## config.mk

```make
export PLATFORM = sky130hd
export DESIGN_NAME = bcd_updown_cnt
export DESIGN_NICKNAME = d
export VERILOG_FILES = /design/src/rtl/bcd_updown_cnt.sv
export SDC_FILE = /design/constraint.sdc
export NUM_CORES = 1
export LEC_CHECK = 0
export ABC_CLOCK_PERIOD_IN_PS = 2700
export BUFFER_PORTS_ARGS = -buffer_cell sky130_fd_sc_hd__buf_2
export CORE_MARGIN = 5
export CORE_UTILIZATION = 35
export DETAILED_ROUTE_END_ITERATION = 8
export GPL_TIMING_DRIVEN = 0
export SETUP_SLACK_MARGIN = 0.1
export SYNTH_ARGS = -nofsm -noshare
export SYNTH_HDL_FRONTEND = slang
export SYNTH_SLANG_ARGS = --single-unit
```

## constraint.sdc

```tcl
create_clock -name clk -period 2.7 [get_ports clk]
set_input_delay 0.54 -clock clk [delete_from_list [all_inputs] [get_ports clk]]
set_output_delay 0.54 -clock clk [all_outputs]
set_load 0.01 [all_outputs]
```

## src/rtl/bcd_updown_cnt.sv

```systemverilog
// Parametrised multi-digit BCD up/down counter with enable, parallel load,
// selectable wrap/saturate at the limits and a combinational terminal count
// for cascading several instances.
module bcd_updown_cnt #(
   parameter int unsigned DIGITS = 3,
   parameter int unsigned WRAP   = 1
) (
   input  logic                clk,
   input  logic                rst,
   input  logic                en,
   input  logic                dir,
   input  logic                load,
   input  logic [4*DIGITS-1:0] din,
   output logic [4*DIGITS-1:0] cnt,
   output logic                tc,
   output logic                zero
);

   localparam int unsigned W   = 4 * DIGITS;
   localparam bit          SAT = (WRAP == 0);

   logic [W-1:0] cnt_q, cnt_d;
   logic [W-1:0] din_clamped;
   logic [W-1:0] up_val, dn_val;
   logic [3:0]   dig;
   logic         up_c, dn_b;
   logic         at_max, at_min;

   // Clamp each load digit into BCD range so cnt never holds a digit above 9.
   always_comb begin
      din_clamped = '0;
      for (int i = 0; i < DIGITS; i++) begin
         din_clamped[4*i +: 4] = (din[4*i +: 4] > 4'd9) ? 4'd9 : din[4*i +: 4];
      end
   end

   // Detect the all-nines upper limit.
   always_comb begin
      at_max = 1'b1;
      for (int i = 0; i < DIGITS; i++) begin
         if (cnt_q[4*i +: 4] != 4'd9) at_max = 1'b0;
      end
   end

   assign at_min = (cnt_q == '0);

   // Ripple carry/borrow across digits to form the incremented and decremented values.
   always_comb begin
      up_val = cnt_q;
      dn_val = cnt_q;
      up_c   = 1'b1;
      dn_b   = 1'b1;
      dig    = 4'd0;
      for (int i = 0; i < DIGITS; i++) begin
         dig = cnt_q[4*i +: 4];
         if (up_c) begin
            if (dig == 4'd9) begin
               up_val[4*i +: 4] = 4'd0;
            end else begin
               up_val[4*i +: 4] = dig + 4'd1;
               up_c             = 1'b0;
            end
         end
         if (dn_b) begin
            if (dig == 4'd0) begin
               dn_val[4*i +: 4] = 4'd9;
            end else begin
               dn_val[4*i +: 4] = dig - 4'd1;
               dn_b             = 1'b0;
            end
         end
      end
   end

   // Next count: load beats a step; saturating builds hold at the limit.
   always_comb begin
      cnt_d = cnt_q;
      if (load) begin
         cnt_d = din_clamped;
      end else if (en) begin
         if (dir) begin
            if (!(SAT && at_max)) cnt_d = up_val;
         end else begin
            if (!(SAT && at_min)) cnt_d = dn_val;
         end
      end
   end

   // Count register with synchronous reset taking priority over load and step.
   always_ff @(posedge clk) begin
      if (rst) cnt_q <= '0;
      else     cnt_q <= cnt_d;
   end

   assign cnt  = cnt_q;
   assign zero = at_min;
   assign tc   = en & ~load & ~rst & ((dir & at_max) | (~dir & at_min));

endmodule

```

# Word level (Yosys, flattened, before mapping)
# Index checks and enable logic that the tools add are counted.
dict set report classes {
  addsub 6
  order_cmp 3
  n_eq_ne 8
  mux 25
  n_bitwise 9
  n_reduce_logical 9
}
# operator n
set op_table {}
lappend op_table {{$mux 4} 13}
lappend op_table {{$mux 12} 3}
lappend op_table {{$add 4x1->4 const B} 3}
lappend op_table {{$eq 4x4->1 const B} 3}
lappend op_table {{$gt 4x4->1 const B} 3}
lappend op_table {{$logic_not 12->1} 1}
lappend op_table {{$logic_not 4->1} 3}
lappend op_table {{$ne 4x4->1 const B} 3}
lappend op_table {{$sub 4x1->4 const B} 3}
lappend op_table {{$mux 1} 9}
lappend op_table {{$ne 3x1->1 const B} 2}
lappend op_table {{$reduce_and 3->1} 2}
lappend op_table {{$reduce_bool 3->1} 2}
lappend op_table {{$and 1x1->1} 5}
lappend op_table {{$not 1->1} 3}
lappend op_table {{$reduce_bool 2->1} 1}
lappend op_table {{$or 1x1->1} 1}
dict set report totals {
  regBits 12
  in_bits 17
  output_inout_bits 14
  word_cells 63
}

# Logic depth before layout (Yosys ltp)
# Gate-level depths: netlist of run 1.
dict set report depth {
  ltp_word 7
  ltp_mapped 6
  depth_no_buf 4
}

# Worst setup path after synthesis of run 1
# Ideal clock, no wire load.
dict set report synth_timing {
  path_type {flip-flop to output port}
  start {register cnt_q[4] (netlist: cnt[4])}
  end {output port tc}
  t_arrival_ns 1.729
  path_slack_ns 0.431
  path_stages_with_launch 6
  cell_sequence {dfxtp_1 > buf_6 > nor4_1 > nand2_1 > or4_1 > a211oi_1}
}
dict set report synth_between {
  elab_chain_cells 6
  elab_cells_between_ends 8
  classes_between {1 x eq/ne; 2 x mux; 4 x bitwise; 1 x reduce/logical}
}
# item line_no
set synth_lines {}
lappend synth_lines {{start: declaration} 22} ;# logic [W-1:0] cnt_q, cnt_d;
lappend synth_lines {{start signal: assignment} 92} ;# else cnt_q <= cnt_d;
lappend synth_lines {{$ne 4x4->1} 41} ;# if (cnt_q[4*i +: 4] != 4'd9) at_max = 1'b0;
lappend synth_lines {{$mux 1 (2 in series)} 41}
lappend synth_lines {{$and 1x1->1} 97} ;# assign tc = en & ~load & ~rst & ((dir & at_max) | (~dir & at_min));
lappend synth_lines {{$or 1x1->1 *} 97}
lappend synth_lines {{$and 1x1->1 *} 97}
lappend synth_lines {{end: declaration} 15} ;# output logic tc,
# Mark *: on every way between the ends. The rest lies on a longest branch, timed or not.

# Worst setup path in the final report of run 1
dict set report layout_timing {
  start {register cnt_q[3] (netlist: cnt[3])}
  end {output port tc}
}
dict set report layout_between {
  elab_chain_cells 7
  elab_cells_between_ends 9
  classes_between {1 x eq/ne; 3 x mux; 4 x bitwise; 1 x reduce/logical}
}
# item line_no
set layout_lines {}
lappend layout_lines {{$ne 4x4->1} 41}
lappend layout_lines {{$mux 1 (3 in series)} 41}
lappend layout_lines {{$and 1x1->1} 97}
lappend layout_lines {{$or 1x1->1 *} 97}
lappend layout_lines {{$and 1x1->1 *} 97}
# Marks and branches as above.

==> flow_summary.toml, run 1 <==
[outcome]
outcome = "finished clean"

[die]
die_h_um = 68.37
ios = 31
std_cell_rows = 21
initial_core_util_pct = 36.02
die_area_um2 = 4674
die_x_um = 68.37
coreArea_um2 = 3311

[clock_tree]
cts-root-buf = "clkbuf_4"
cts_hold_buf = 0
htree_levels = 1
cts_buffers = 3
clock_path_buffers = 2
clock_latency_ps = 280
cts_tree = "done"
cts.sinks = 12
clkTransAtPathRegs_ps = 80

[grt]
grt_max_degree = 11
grt_pass1_vias = 1297
antenna_found_initial = 0
grtUsageTotal_pct = 16.82
grt_pass1_wl_um = 5989
gr-total-overflow = 0

[placement]
io_buffers = 29
hpwlAfterDp_um = 2716
gp_congestion = 0.7872

[worst_setup_path]
rr_startpoint = "cnt[2]"
reg2reg_depth = 5
crit_fanout = 8
reg2reg_setup_slack_ps = 820
start_kind = "register"
end_kind = "output port"
arrival_ps = 2040
path_class = "reg2out"
cp.required_ps = 2160
reg2reg_to = "cnt[7]"

[power]
leakagePower_nw = 0.5625
ir_worst_vdd_uv = 125.6
powerDensity_nw_per_um2 = 420.1

[logic_synthesis]
netlist.area_leader.share_pct = 20.15
ys_ff_latch = 12
ys_types = 46
synth_flop_cell = "dfxtp_1"
postSynthCellCount = 167
synthAdderAreaFrac_pct = 0
synthTopCellsByArea = "dfxtp_1, o21ai_0, nor2_1"
synth_most_common_cell = "o21ai_0"
synth_top_cell_by_area = "dfxtp_1"
synthTopCellsByCount = "o21ai_0, nor2_1, dfxtp_1"
yosys_warnings = 0
synth_area_um2 = 1192
synth.mux.area_fraction_pct = 0.8395
synth_compound_area_share_pct = 35.15
synth_top_family_by_area = "compound AO/OA/AOI/OAI gates"
synth_edf_count = 0
synth-simple-area-share_pct = 30.85
synth-async-reset-ratio_pct = 0
syn_avg_cell_area_um2 = 7.140
synth_nets = 184
synth_xor_area_share_pct = 3.673
yosysSeqAreaShare_pct = 20.15

[worst_hold_path]
whs_path_depth = 3
min_to = "cnt[5]"
min-delay-start = "din[5]"
hold_class = "in2reg"

[sta]
setup_tns_ps = 0
grt_setup_unrepaired = "true"
setup_viol = 0
final.setup_skew_ps = 0.7860
hold_viol_final = 0
slew_violations = 0
period_needed_ps = 2576
whs_ps = 526.4
tightest_slew_ps = 528.7
clock.fmax_mhz = 388.2
min_period_over_period_pct = 95.41
maxSlewHeadroom_pct = 64.68

[finish]
syn_to_final_growth_pct = 24.24
nets = 220
multiInputGateArea_um2 = 879.6
diodes = 0
n_fill_cell = 364
largest_reg_flops = 12
drive_gt1_share_pct = 24.88
seq_area_um2 = 245.2

[detailed_routing]
route.detailed.wl_per_inst_um = 14.90
dr_total_vias = 1397
drc = 0
wl_um = 3680
first_pass_iters = 4
drt_iter0_drc = 62
ant_nets = 0
vias_per_cell = 5.656

[flow_run]
max-cap-violations = 0
critical path, stage by stage, from the launching register on:
cell and delay [ps]:
dfxtp_2 330, buf_6 130, nor4_4 260, nand2_1 130, or4_4 490, a211oi_2 250
buf_2 170
metal layers:
layer	wire length, um	track usage [%]	vias up
met3	204	2.627	6
met4	75	5.955	0
li1	-	-	696
met2	1764	27.32	40
met1	1635	22.35	655
met5	0	0	-
cells in the final DEF, fill, tap and decap left out, drive strengths merged, types with 3 or more instances in the layout:
cell,instances
a211oi,5
a21oi,8
a221oi,5
a22oi,3
and3,3
buf,36
clkbuf,12
dfxtp,12
inv,8
nand2,11
nand2b,4
nand4,3
nor2,15
nor2b,6
nor3,8
o21ai,19
or3,3
or4,3
xnor2,5
power by group:
group / leakage, nW / internal, mW / total (mW) / switching, mW
combinational: 0.448 / 0.124 / 0.275 / 0.151
clock: 0.0138 / 0.0519 / 0.120 / 0.0682
sequential: 0.101 / 0.197 / 0.228 / 0.0305
cells by family after synthesis:
| kind of cell | after synthesis |
|---|---|
| AOI/OAI and AO/OA | 60 |
| xor gates and xnor gates | 5 |
| buffers and inverters | 22 |
| DFF | 12 |
| muxes | 1 |
| and+or+nand+nor | 67 |
layout make-up:
| type | instances | share of cell area [%] |
|---|---|---|
| Buffer | 14 | 5.828 |
| Tap cell | 46 | 3.885 |
| Multi-Input combinational cell | 133 | 59.38 |
| Clock buffer | 3 | 1.520 |
| Inverter | 8 | 2.027 |
| Sequential cell | 12 | 16.55 |
| Timing Repair Buffer | 31 | 10.81 |
per-stage QoR:
stage	cell area [um2]	instances	util [%]	setup WS (ps)	total power, mW
after detailed placement	1395	242	42.14	-70.99	0.4816
after global routing	1481	247	44.75	59.81	0.6666
after global placement	1395	242	42.14	23.29	0.4741
after floorplan	1192	167	-	430.7	0.4025
final	1481	247	44.75	123.9	0.6224
after CTS	1461	246	44.14	100.9	0.6176
how the worst max path moves through the flow:
stage	to	start	cells after the start
finish	tc	cnt[3]	6
CTS	tc	cnt[4]	6
floorplan	tc	cnt[4]	5
global route	tc	cnt[3]	6
global placement	tc	load	7
detailed placement	tc	load	7
repair_timing:
action / CTS / global route
resized for setup: 6 / 6
pin swaps: 0 / 4
setup endpoints to repair: 1 / 1
cloned: 0 / 0
buffers inserted: 1 / 1
No activity file was read; power rests on OpenSTA's default activity.
==> run 2, diff against run 1 <==
CORE_ASPECT_RATIO = 0.6   (was default)
==> flow_summary.toml, run 2 (synthesis gave the netlist of run 1 again) <==
[outcome]
outcome = "finished clean"

[clock_tree]
cts_tree = "done"
cts_buffers = 3
cts-root-buf = "clkbuf_8"
clock_latency_ps = 250
clkTransAtPathRegs_ps = 60
clock_path_buffers = 2
htree_levels = 1
cts.sinks = 12

[detailed_routing]
drc = 0
ant_nets = 0
route.detailed.wl_per_inst_um = 16.30
wl_met2_um = 1639
drt_iter0_drc = 186
maxUsedRoutingLayer = "met4"
met3WireLength_um = 383
dr_total_vias = 1438
wl_met1_um = 1897
wl_um = 3994
vias_per_cell = 5.869
first_pass_iters = 4

[grt]
grt_max_degree = 11
gr-total-overflow = 0
grt_pass1_wl_um = 6437
grt_pass1_vias = 1383
antenna_found_initial = 0
grtUsageTotal_pct = 16.42

[finish]
final_common_cell = "buf_2"
fin_util_pct = 45.32
final_cell_mix = "buf_2, o21ai_0, nor2_1"
largest_reg_flops = 12
final-instance-count-excl-fill = 245
drive_gt1_share_pct = 22.00
syn_to_final_growth_pct = 24.03
diodes = 0
fin_area_um2 = 1479
nets = 219

[sta]
maxSlewHeadroom_pct = 63.97
final.setup_skew_ps = 2.676
clock.fmax_mhz = 398.2
setup_viol = 0
period_needed_ps = 2512
setup_tns_ps = 0
fin_ws_ps = 188.4
tightest_slew_ps = 540.5
slew_violations = 0
hold_viol_final = 0
grt_setup_unrepaired = "false"
whs_ps = 575.6
min_period_over_period_pct = 93.02

[worst_setup_path]
reg2reg_to = "cnt[7]"
rr_startpoint = "cnt[0]"
cp.required_ps = 2160
reg2reg_setup_slack_ps = 810
reg2reg_depth = 4
arrival_ps = 1970
path_class = "reg2out"
end_kind = "output port"
crit_fanout = 10
start_kind = "register"

[power]
p_sw_share_pct = 38.42
pwr-share-comb_pct = 40.8
p_clk_share_pct = 25.3
fin_total_pwr_mw = 0.6739
intPower_mw = 0.4150
seq_power_share_pct = 33.9
ir_worst_vdd_uv = 171.3
leakagePower_nw = 0.5619
p_switching_mw = 0.2589
powerDensity_nw_per_um2 = 455.7

[die]
die_x_um = 85.35
initial_core_util_pct = 36.54
die_area_um2 = 4712
die_h_um = 55.21
std_cell_rows = 16
ios = 31
coreArea_um2 = 3263

[worst_hold_path]
whs_path_depth = 3
hold_class = "in2reg"
min_to = "cnt[5]"
min-delay-start = "din[5]"

[placement]
place_area_um2 = 1394
io_buffers = 29
pre_cts_ws_ps = 13.38
dp_cells = 241
gp_congestion = 0.8181
hpwlAfterDp_um = 2920

[flow_run]
max-cap-violations = 0
run 2: how the worst max path moves through the flow:
stage	start	end	slack (ps)
finish	cnt[4]	tc	190
global route	cnt[4]	tc	110
CTS	cnt[4]	tc	130
detailed placement	load	tc	10
global placement	load	tc	20
floorplan	cnt[4]	tc	430
run 2: cell type report:
cell class                      count  area, um2
Clock buffer                        3      41.29
Inverter                            8      30.03
Timing Repair Buffer               30      152.6
Fill cell                         352       1784
Sequential cell                    12      240.2
Tap cell                           45      56.30
Multi-Input combinational cell    133      875.8
Buffer                             14      82.58
run 2: power groups by stage:
stage / combinational [mW] / clock (mW) / sequential (mW)
3_5_place_dp: 0.258 / 0 / 0.227
6_report: 0.275 / 0.170 / 0.228
3_3_place_gp: 0.251 / 0 / 0.224
2_1_floorplan: 0.173 / 0 / 0.229
4_1_cts: 0.265 / 0.172 / 0.225
5_1_grt: 0.301 / 0.178 / 0.232
run 2: what timing repair did:
action,4_1_cts,5_1_grt
hold endpoints to repair,0,0
setup endpoints to repair,1,1
resized for setup,3,4
setup buffers,1,0
hold buffers,0,0
pin swaps,1,0
run 2: layer usage:
metal / GRT usage [%] / vias up
li1: - / 698
met1: 23.86 / 658
met2: 22.46 / 67
met3: 5.646 / 15
met4: 4.966 / 0
met5: 0 / -
run 2: critical path, cell delays in order, from the launching register on:
cell	delay, ps
dfxtp_1	340
buf_6	160
nor4_4	270
nand2_1	120
or4_1	490
a211oi_2	180
buf_2	160
